File: config.mk
export PLATFORM = sky130hd
export DESIGN_NAME = if_fetch_unit
export DESIGN_NICKNAME = d
export VERILOG_FILES = /design/src/rtl/if_fetch_unit.sv
export SDC_FILE = /design/constraint.sdc
export NUM_CORES = 1
export LEC_CHECK = 0
export ABC_AREA = 1
export BUFFER_PORTS_ARGS = -buffer_cell sky130_fd_sc_hd__clkbuf_2
export CORE_UTILIZATION = 46
export CTS_BUF_LIST = sky130_fd_sc_hd__clkbuf_16
export CTS_CLUSTER_SIZE = 16
export DETAILED_ROUTE_END_ITERATION = 8
export GPL_TIMING_DRIVEN = 0
export PLACE_DENSITY = 0.72
export SYNTH_ARGS = -nofsm -noshare
export SYNTH_HDL_FRONTEND = slang
export SYNTH_SLANG_ARGS = --single-unit
File: constraint.sdc
create_clock -name clk -period 1.6 [get_ports clk]
set_input_delay 0.08 -clock clk [delete_from_list [all_inputs] [get_ports clk]]
set_output_delay 0.08 -clock clk [all_outputs]
set_load 0.02 [all_outputs]
File: src/rtl/if_fetch_unit.sv
// if_fetch_unit: single-slot instruction fetch stage.
// Holds the PC, issues one instruction-memory read per cycle when the
// output slot is free, and presents the fetched word to the D stage.
// Optional build macro FETCH_ADDR_EXC_EN: enables the fetch address check
// (misaligned or outside [IM_BASE, IM_BASE+IM_SIZE)), which emits an
// AdEL error slot and parks in ERR until redirected or reset.
module if_fetch_unit #(
    parameter logic [31:0] PC_RESET = 32'h0000_3000,
    parameter logic [31:0] IM_BASE  = 32'h0000_3000,
    parameter logic [31:0] IM_SIZE  = 32'h0000_4000
) (
    input  logic        clk,
    input  logic        RESET,
    input  logic        STALL,
    input  logic        REDIR_EN,
    input  logic [31:0] REDIR_ADDR,
    output logic        IM_REQ,
    output logic [31:0] IM_ADDR,
    input  logic        IM_ACK,
    input  logic [31:0] IM_RDATA,
    output logic        F_Valid,
    output logic [31:0] F_Instr,
    output logic [31:0] F_InstrAddr,
    output logic        F_ExcAdEL
);

    typedef enum logic [1:0] {IDLE, RUN, ERR} state_t;

    state_t      state_q, state_d;
    logic [31:0] pc_q, pc_d;
    logic        valid_q, valid_d;
    logic [31:0] instr_q, instr_d;
    logic [31:0] iaddr_q, iaddr_d;
    logic        slot_free;
    logic        addr_bad;

    // The slot can take a new instruction when empty or being consumed now.
    assign slot_free = !valid_q || !STALL;

`ifdef FETCH_ADDR_EXC_EN
    logic        exc_q, exc_d;
    logic [32:0] im_end;

    // 33-bit end so a window touching the top of the address space cannot wrap.
    assign im_end   = {1'b0, IM_BASE} + {1'b0, IM_SIZE};
    assign addr_bad = (pc_q[1:0] != 2'b00) || (pc_q < IM_BASE) ||
                      ({1'b0, pc_q} >= im_end);
    assign IM_ADDR   = pc_q;
    assign F_ExcAdEL = exc_q;
`else
    assign addr_bad  = 1'b0;
    assign IM_ADDR   = {pc_q[31:2], 2'b00};
    assign F_ExcAdEL = 1'b0;
`endif

    assign IM_REQ      = (state_q == RUN) && slot_free && !REDIR_EN && !addr_bad;
    assign F_Valid     = valid_q;
    assign F_Instr     = instr_q;
    assign F_InstrAddr = iaddr_q;

    // Next-state: redirect first, then per-state fetch / error / consume.
    always_comb begin
        state_d = state_q;
        pc_d    = pc_q;
        valid_d = valid_q;
        instr_d = instr_q;
        iaddr_d = iaddr_q;
`ifdef FETCH_ADDR_EXC_EN
        exc_d   = exc_q;
`endif
        if (REDIR_EN) begin
            // Flush the slot (even under STALL) and drop any same-cycle ack.
            state_d = RUN;
            pc_d    = REDIR_ADDR;
            valid_d = 1'b0;
            instr_d = 32'h0;
`ifdef FETCH_ADDR_EXC_EN
            exc_d   = 1'b0;
`endif
        end else begin
            case (state_q)
                IDLE: state_d = RUN;
                RUN: begin
                    if (IM_REQ && IM_ACK) begin
                        valid_d = 1'b1;
                        instr_d = IM_RDATA;
                        iaddr_d = pc_q;
                        pc_d    = pc_q + 32'd4;
                    end else if (addr_bad && slot_free) begin
                        // Error slot carries a nop with the faulting PC.
                        state_d = ERR;
                        valid_d = 1'b1;
                        instr_d = 32'h0;
                        iaddr_d = pc_q;
`ifdef FETCH_ADDR_EXC_EN
                        exc_d   = 1'b1;
`endif
                    end else if (valid_q && !STALL) begin
                        valid_d = 1'b0;
                        instr_d = 32'h0;
                    end
                end
                default: begin
                    // ERR: drain the error slot, then stay empty.
                    if (valid_q && !STALL) begin
                        valid_d = 1'b0;
                        instr_d = 32'h0;
`ifdef FETCH_ADDR_EXC_EN
                        exc_d   = 1'b0;
`endif
                    end
                end
            endcase
        end
    end

    // State register with synchronous active-high reset.
    always_ff @(posedge clk) begin
        if (RESET) begin
            state_q <= IDLE;
            pc_q    <= PC_RESET;
            valid_q <= 1'b0;
            instr_q <= 32'h0;
            iaddr_q <= 32'h0;
`ifdef FETCH_ADDR_EXC_EN
            exc_q   <= 1'b0;
`endif
        end else begin
            state_q <= state_d;
            pc_q    <= pc_d;
            valid_q <= valid_d;
            instr_q <= instr_d;
            iaddr_q <= iaddr_d;
`ifdef FETCH_ADDR_EXC_EN
            exc_q   <= exc_d;
`endif
        end
    end

endmodule

Word level (Yosys, flattened, before mapping):

Cells that the tools add are included.

* flip-flop bits (word level): 98
* output and inout bits: 99
* logic and storage cells: 33

* multiplexer cells: 11
* bitwise gates (word level): 1
* reduce and logical (&&, ||, !) cells: 15
* add/sub/neg operators: 1

Operator list (count)
* 32-bit 2-to-1 mux: 5
* 32-bit one-hot mux with 2 select lines: 1
* 32-bit by 3-bit adder with 32-bit output, second input constant: 1
* 2-bit nonzero test: 3
* 1-bit logical AND: 4
* 1-bit 2-to-1 mux: 4
* 1-bit zero test: 3
* 3-bit AND reduction: 1
* 2-bit zero test: 1
* 1-bit one-hot mux with 2 select lines: 1
* 2-bit AND reduction: 1
* 2-bit OR reduction: 1
* 1-bit logical OR: 1
* 1-bit inverter: 1

Depth between registers and ports, before layout:

Gate-level depths: netlist of run 1.

* word-level depth: 8
* gate-level depth with buffers: 10
* mapped depth without buffers: 10

Least setup slack after synthesis of run 1:

OpenSTA, ideal clock, no wires.

* path kind: register to register
* start point: register pc_q[3]
* end point: register pc_q[26]
* stages on the path, launching flop included: 11
* slack: 157 ps
* library setup time: 110 ps
* clock period less this slack: 1443 ps
* path buffers: 0
* required time: 1490 ps
* arrival time: 1333 ps
* path through: dfxtp_1 -> ha_1 -> nand2_1 -> nor2_1 -> nand3_2 -> nor2_4 -> nand2_1 -> nand2_1 -> nand3_1 -> nand2_1 -> inv_1

* longest elaborated chain between the ends: 4

RTL lines
* start: declaration: line 30 `logic [31:0] pc_q, pc_d;`
* start signal: assignment: line 130 `pc_q <= pc_d;`
* 32-bit by 3-bit adder with 32-bit output: line 88 `pc_d = pc_q + 32'd4;`
* 32-bit 2-to-1 mux: line 84 `if (IM_REQ && IM_ACK) begin`
* 32-bit 2-to-1 mux: line 81 `case (state_q)`
* 32-bit 2-to-1 mux: line 71 `if (REDIR_EN) begin`

No other way between the ends. The select of a mux whose other input is x is not followed.
A chain may end at the register's enable or synchronous reset.

Final worst setup path of run 1:

* start point: register pc_q[23]
* end point: register pc_q[31]

The elaborated chain is that of the path after synthesis.

==> run metrics, run 1 <==
Vias/cell 4.897; Setup Skew 0.008757 ns; Synth cell types 33; IO Pins 168; largest area contributor in the netlist dfxtp_1; Synth warnings 0; Sw Share 0.2800; Cell Chain, Critical Path nand2_1 -> nor2_2 -> nand3_1 -> nor2_1 -> nand2_1 -> nand2_1 -> nand3_1 -> nand2_1 -> inv_1; Max VDD drop 498.3 uV; Worst setup SP type flip-flop; Final #Nets 994; Die Area 0.01092 mm^2; number of port buffers 163; Starting DRT DRC Count 288; H-tree depth 3; Max Clk Rate 0.6773 GHz; vias in the first global route 4,680; DP Wirelength 10.19 mm; CP dominant cell by count nand2_1; Yosys reg bits 98; share of cells above drive strength 1 0.2885; Leak 3.130 nW; Mapped Cells 710; synth top area cells dfxtp_1, nand2_1, a21oi_1; Detail Route met2 WL 6.637 mm; Crit Path Max Fanout 7; antenna cells 0; area grow syn2layout 36.09%; final WL 14.18 mm; slowest CP cell dfxtp_1; largest net degree at the start of global routing 19; Slew @ Worst Pin 0.7066 ns; Placed Area 0.005827 mm^2; post-route ant nets 0; post-route cell area 0.006578 mm^2; clk_lat worst skew 0.35 ns; Initial Utilization 0.4703; register area share after synthesis 0.4059; metal3 WL 805 um; top layer in use met4; clk sinks 98; total power 5.750 mW; core area 0.01028 mm^2; min cycle time layout 1.476 ns; Synth top area share 0.4059; EDFF count, synth 0; die extent in y 104.5 um; Worst Path Required 1.85 ns; wire length per cell 13.31 um; first-pass GRT wire length 23.08 mm; Cell Int Power 4.140 mW; TritonCTS Buffers 9; commonest cells in the netlist nand2_1, dfxtp_1, nor2_1; gr usage total 0.2640; Final period util 0.9227; GP Congestion 0.8765; clock tree buffer depth 2; Rows 37; status completed; Hold Crit Class input port to flip-flop; DRC Markers 0; Seq pwr share 0.457; Avg Cell Area, Syn 6.808 um^2; switching pwr 1.610 mW; Die X 104.5 um; Reg clk slew, reported paths 0.07 ns; post-layout util 0.6400; WL met1 6.395 mm; final hold vios 0; Arrival @ worst endpoint 1.73 ns; initial antenna violation count 0; RSZ-0062 raised after global routing false; Slew Limit Headroom 0.5289; vias 5,215; most common cell in the netlist nand2_1; main flop type after synthesis dfxtp_1; total gr overflow 0; max cap viols 0; Mapped Area 0.004833 mm^2; Final Max Tran Viols 0; first-pass iteration count of the detailed router 7; CP peak stage delay 0.48 ns; Setup CP Type flip-flop to flip-flop; Post-synth ARST share 0; Root Buffer clkbuf_16; combinational power share 0.147; final setup violation count 0; CP endpoint kind flip-flop; CTS tree yes; Pwr per Cell Area 874.2 mW/mm^2; Clock power frac 0.396
-- power by group through the flow --
stage / Clock (mW) / Combinational [mW] / Sequential (mW)
after floorplan: 0 / 0.456 / 2.70
after CTS: 2.30 / 0.839 / 2.62
after global routing: 2.40 / 0.928 / 2.64
final: 2.27 / 0.848 / 2.63
after global placement: 0 / 0.761 / 2.68
after detailed placement: 0 / 0.763 / 2.68
-- worst paths after layout --
check	start	to	slack [ns]	cells after the start
worst min-delay path	IM_RDATA[29]	F_Instr[29]	0.009	3
worst min register to register	F_Instr[17]	F_Instr[17]	0.46	2
worst max register to register	pc_q[23]	pc_q[31]	0.12	9
worst max-delay path	pc_q[23]	pc_q[31]	0.12	9
-- sequential cells by signal (all words and copies together) (netlist names) --
register,flops
state_q,1
F_Valid,1
F_InstrAddr,32
pc_q,32
F_Instr,32
-- cells by family (layout without fill, tap and decap cells) --
family          after synthesis  after routing  synth area share
compound gates              120            120            0.1346
other cells                   1              3         0.0007759
flops                        98             98            0.4059
fa+ha+maj                     1              1          0.002588
xor+xnor                      6              6           0.01087
simple gates                353            353            0.3060
buf+inv                     131            348            0.1393
-- cell usage in the layout, fill, tap and decap left out, types with 2 or more instances in the layout --
cell / count
nand2_1: 207
clkbuf_2: 163
dfxtp_1: 88
a21oi_1: 73
nor2_1: 70
inv_1: 61
nand3_1: 53
buf_4: 41
dlygate4sd3_1: 36
o21ai_0: 24
clkbuf_1: 12
buf_2: 12
clkbuf_16: 9
nor2_2: 8
dfxtp_2: 8
o21bai_1: 7
nor2_4: 7
xor2_1: 5
a31oi_1: 4
inv_2: 3
o21a_1: 3
nand3b_1: 3
conb_1: 3
inv_6: 2
buf_6: 2
a211oi_1: 2
o21ai_1: 2
o211ai_1: 2
a22oi_1: 2
dfxtp_4: 2
-- area by class of cell --
cell class / instances / area (um^2)
Clock inverter: 7 / 87.58
Buffer: 66 / 424.2
Inverter: 65 / 249.0
Multi-Input combinational cell: 483 / 2251
Tap cell: 136 / 170.2
Clock buffer: 9 / 225.2
Timing Repair Buffer: 201 / 1191
Sequential cell: 98 / 1979
Fill cell: 1019 / 3700
-- metrics by stage --
stage                     setup TNS (ns)  std cells  setup slack, ns  hold slack [ns]
after floorplan                        0        712           0.1574           0.2149
after global placement           -0.7300       1011          -0.1430           0.3102
after detailed placement         -0.8015       1011          -0.1498           0.3140
after CTS                              0       1064          0.01392          0.01295
after global routing                   0       1065         0.005198          0.02692
final                                  0       1065           0.1236         0.008615
-- what timing repair did --
item                                    4_1_cts  5_1_grt
endpoints found under the setup margin       10       22
hold buffers                                 36        0
setup buffers                                 1        1
pin swaps                                     2        2
hold endpoints to repair                     36        0
resized for setup                             4       20
-- per-layer routing --
layer  vias to the layer above  global-route usage
li1                       2653                   -
met1                      2353              0.3485
met2                       182              0.4347
met3                        27             0.03885
met4                         0             0.09898
met5                         -                   0
-- critical path: cells and delay by family, from the launching register on --
family	cells	cell delay, ns
simple gates	8	0.85
flops	1	0.48
buf+inv	1	0.04
Power figures use the tool's default switching activity.
==> inputs of run 2 (changes only) <==
--- a/config.mk
+++ b/config.mk
@@ -12,7 +12,8 @@
 export CTS_CLUSTER_SIZE = 16
 export DETAILED_ROUTE_END_ITERATION = 8
 export GPL_TIMING_DRIVEN = 0
-export PLACE_DENSITY = 0.72
+export PLACE_DENSITY = 0.74
+export SETUP_SLACK_MARGIN = 0.02
 export SYNTH_ARGS = -nofsm -noshare
 export SYNTH_HDL_FRONTEND = slang
 export SYNTH_SLANG_ARGS = --single-unit
==> run 2 against run 1 <==
  * The flow now finishes with violations (hold timing)
  * Via count about the same
  * Cell count shrank 0.28%
  * Die area is the same
  * Critical path type unchanged
  * Largest power group unchanged
==> run metrics, run 2 (same netlist as run 1, synthesis figures left out) <==
number of port buffers 163; die extent in y 104.5 um; wire length per cell 13.60 um; first-pass iteration count of the detailed router 6; CP endpoint kind flip-flop; hold_ws -0.003624 ns; RSZ-0062 raised after global routing true; final setup margin 0.1433 ns; Die X 104.5 um; reg2reg end pc_q[16]; min cycle time layout 1.457 ns; TritonCTS Buffers 9; Starting DRT DRC Count 323; Sw Share 0.2817; final WL 14.44 mm; Max Clk Rate 0.6865 GHz; Setup CP Type flip-flop to flip-flop; DP Wirelength 10.18 mm; Hold Crit Class input port to flip-flop; Pwr per Cell Area 878.1 mW/mm^2; Worst setup SP type flip-flop; Leak 3.126 nW; vias 5,218; vias in the first global route 4,813; total gr overflow 0; Hold Path Stages 3; Initial Utilization 0.4703; Final Max Tran Viols 0; clk_lat worst skew 0.35 ns; reg2reg start pc_q[2]; post-route cell area 0.006569 mm^2; Die Area 0.01092 mm^2; clock tree buffer depth 2; area grow syn2layout 35.90%; most common library cell in the layout ignoring fill and taps nand2_1; Rows 37; Setup Skew 0.009793 ns; IO Pins 168; Clock power frac 0.397; Crit Path Max Fanout 5; Reg clk slew, reported paths 0.08 ns; Hold EP pc_q[7]; gr usage total 0.2698; failing checks hold timing; Final #Nets 991; post-layout util 0.6392; clk sinks 98; R2R setup slack 0.14 ns; Final period util 0.9104; Vias/cell 4.913; Max VDD drop 594.5 uV; GP Congestion 0.9097; Arrival @ worst endpoint 1.73 ns; Slew Limit Headroom 0.5347; initial antenna violation count 0; final setup violation count 0; post-route ant nets 0; Seq pwr share 0.455; antenna cells 0; Slew @ Worst Pin 0.6980 ns; Cell Int Power 4.143 mW; R2R depth 8; switching pwr 1.625 mW; largest net degree at the start of global routing 19; DRC Markers 0; core area 0.01028 mm^2; combinational power share 0.148; share of cells above drive strength 1 0.2927; fill count 998; CTS tree yes; Place WS -0.1526 ns; Placed Area 0.005827 mm^2; final hold vios 2; hold wc startpoint REDIR_ADDR[7]; max cap viols 0; Worst Path Required 1.88 ns; H-tree depth 3; Root Buffer clkbuf_16; status finished, violations left; first-pass GRT wire length 23.43 mm; most frequent cells in the layout nand2_1, clkbuf_2, dfxtp_1
==> run 2: worst max path at each step <==
stage	startpoint	to	cells past startpoint
2_1_floorplan	pc_q[3]	pc_q[26]	10
3_3_place_gp	pc_q[3]	pc_q[22]	10
3_5_place_dp	pc_q[3]	pc_q[22]	10
4_1_cts	F_Valid	pc_q[20]	8
5_1_grt	pc_q[10]	pc_q[23]	9
6_report	pc_q[2]	pc_q[16]	8
==> run 2: cell type report <==
class | count | area [um^2] | area share
repair buffers | 198 | 1159 | 0.1764
multi-input cells | 483 | 2273 | 0.3461
flip-flops and latches | 98 | 1981 | 0.3015
clock inverters | 7 | 85.08 | 0.01295
well taps | 136 | 170.2 | 0.02590
inverters | 65 | 249.0 | 0.03790
plain buffers | 66 | 426.7 | 0.06495
clock buffers | 9 | 225.2 | 0.03429
==> run 2: per-stage QoR <==
stage	total power [mW]	setup TNS [ns]	cells
2_1_floorplan	3.157	0	712
5_1_grt	5.982	-0.007635	1062
6_report	5.768	0	1062
3_3_place_gp	3.438	-0.6783	1011
4_1_cts	5.764	0	1060
3_5_place_dp	3.442	-0.7558	1011
==> run 2: per-layer routing <==
metal,track usage,part of all wire,routed length [um]
met5,0,0,0
met4,0.09898,0.022,316
met3,0.04010,0.063,904
met2,0.4489,0.47,6721
met1,0.3526,0.45,6501
==> run 2: power groups by stage <==
stage               sequential (mW)  combinational [mW]  clock (mW)
floorplan                      2.70               0.456           0
global placement               2.68               0.759           0
detailed placement             2.68               0.763           0
CTS                            2.62               0.832        2.31
global route                   2.64               0.932        2.41
finish                         2.63               0.852        2.29
==> run 2: timing repair <==
action	4_1_cts	5_1_grt
hold endpoints to repair	32	0
pin swaps	2	5
setup endpoints to repair	10	28
hold buffers	32	0
setup buffers	1	2
resized for setup	5	26
==> run 2: worst max-delay path: stages (launching register included) <==
cell and delay (ns):
dfxtp_4 0.38, ha_4 0.15, nand2_2 0.07, nor2_4 0.16
nand3_4 0.11, buf_4 0.16, o21ai_0 0.14, nand3_1 0.09
a21oi_1 0.14
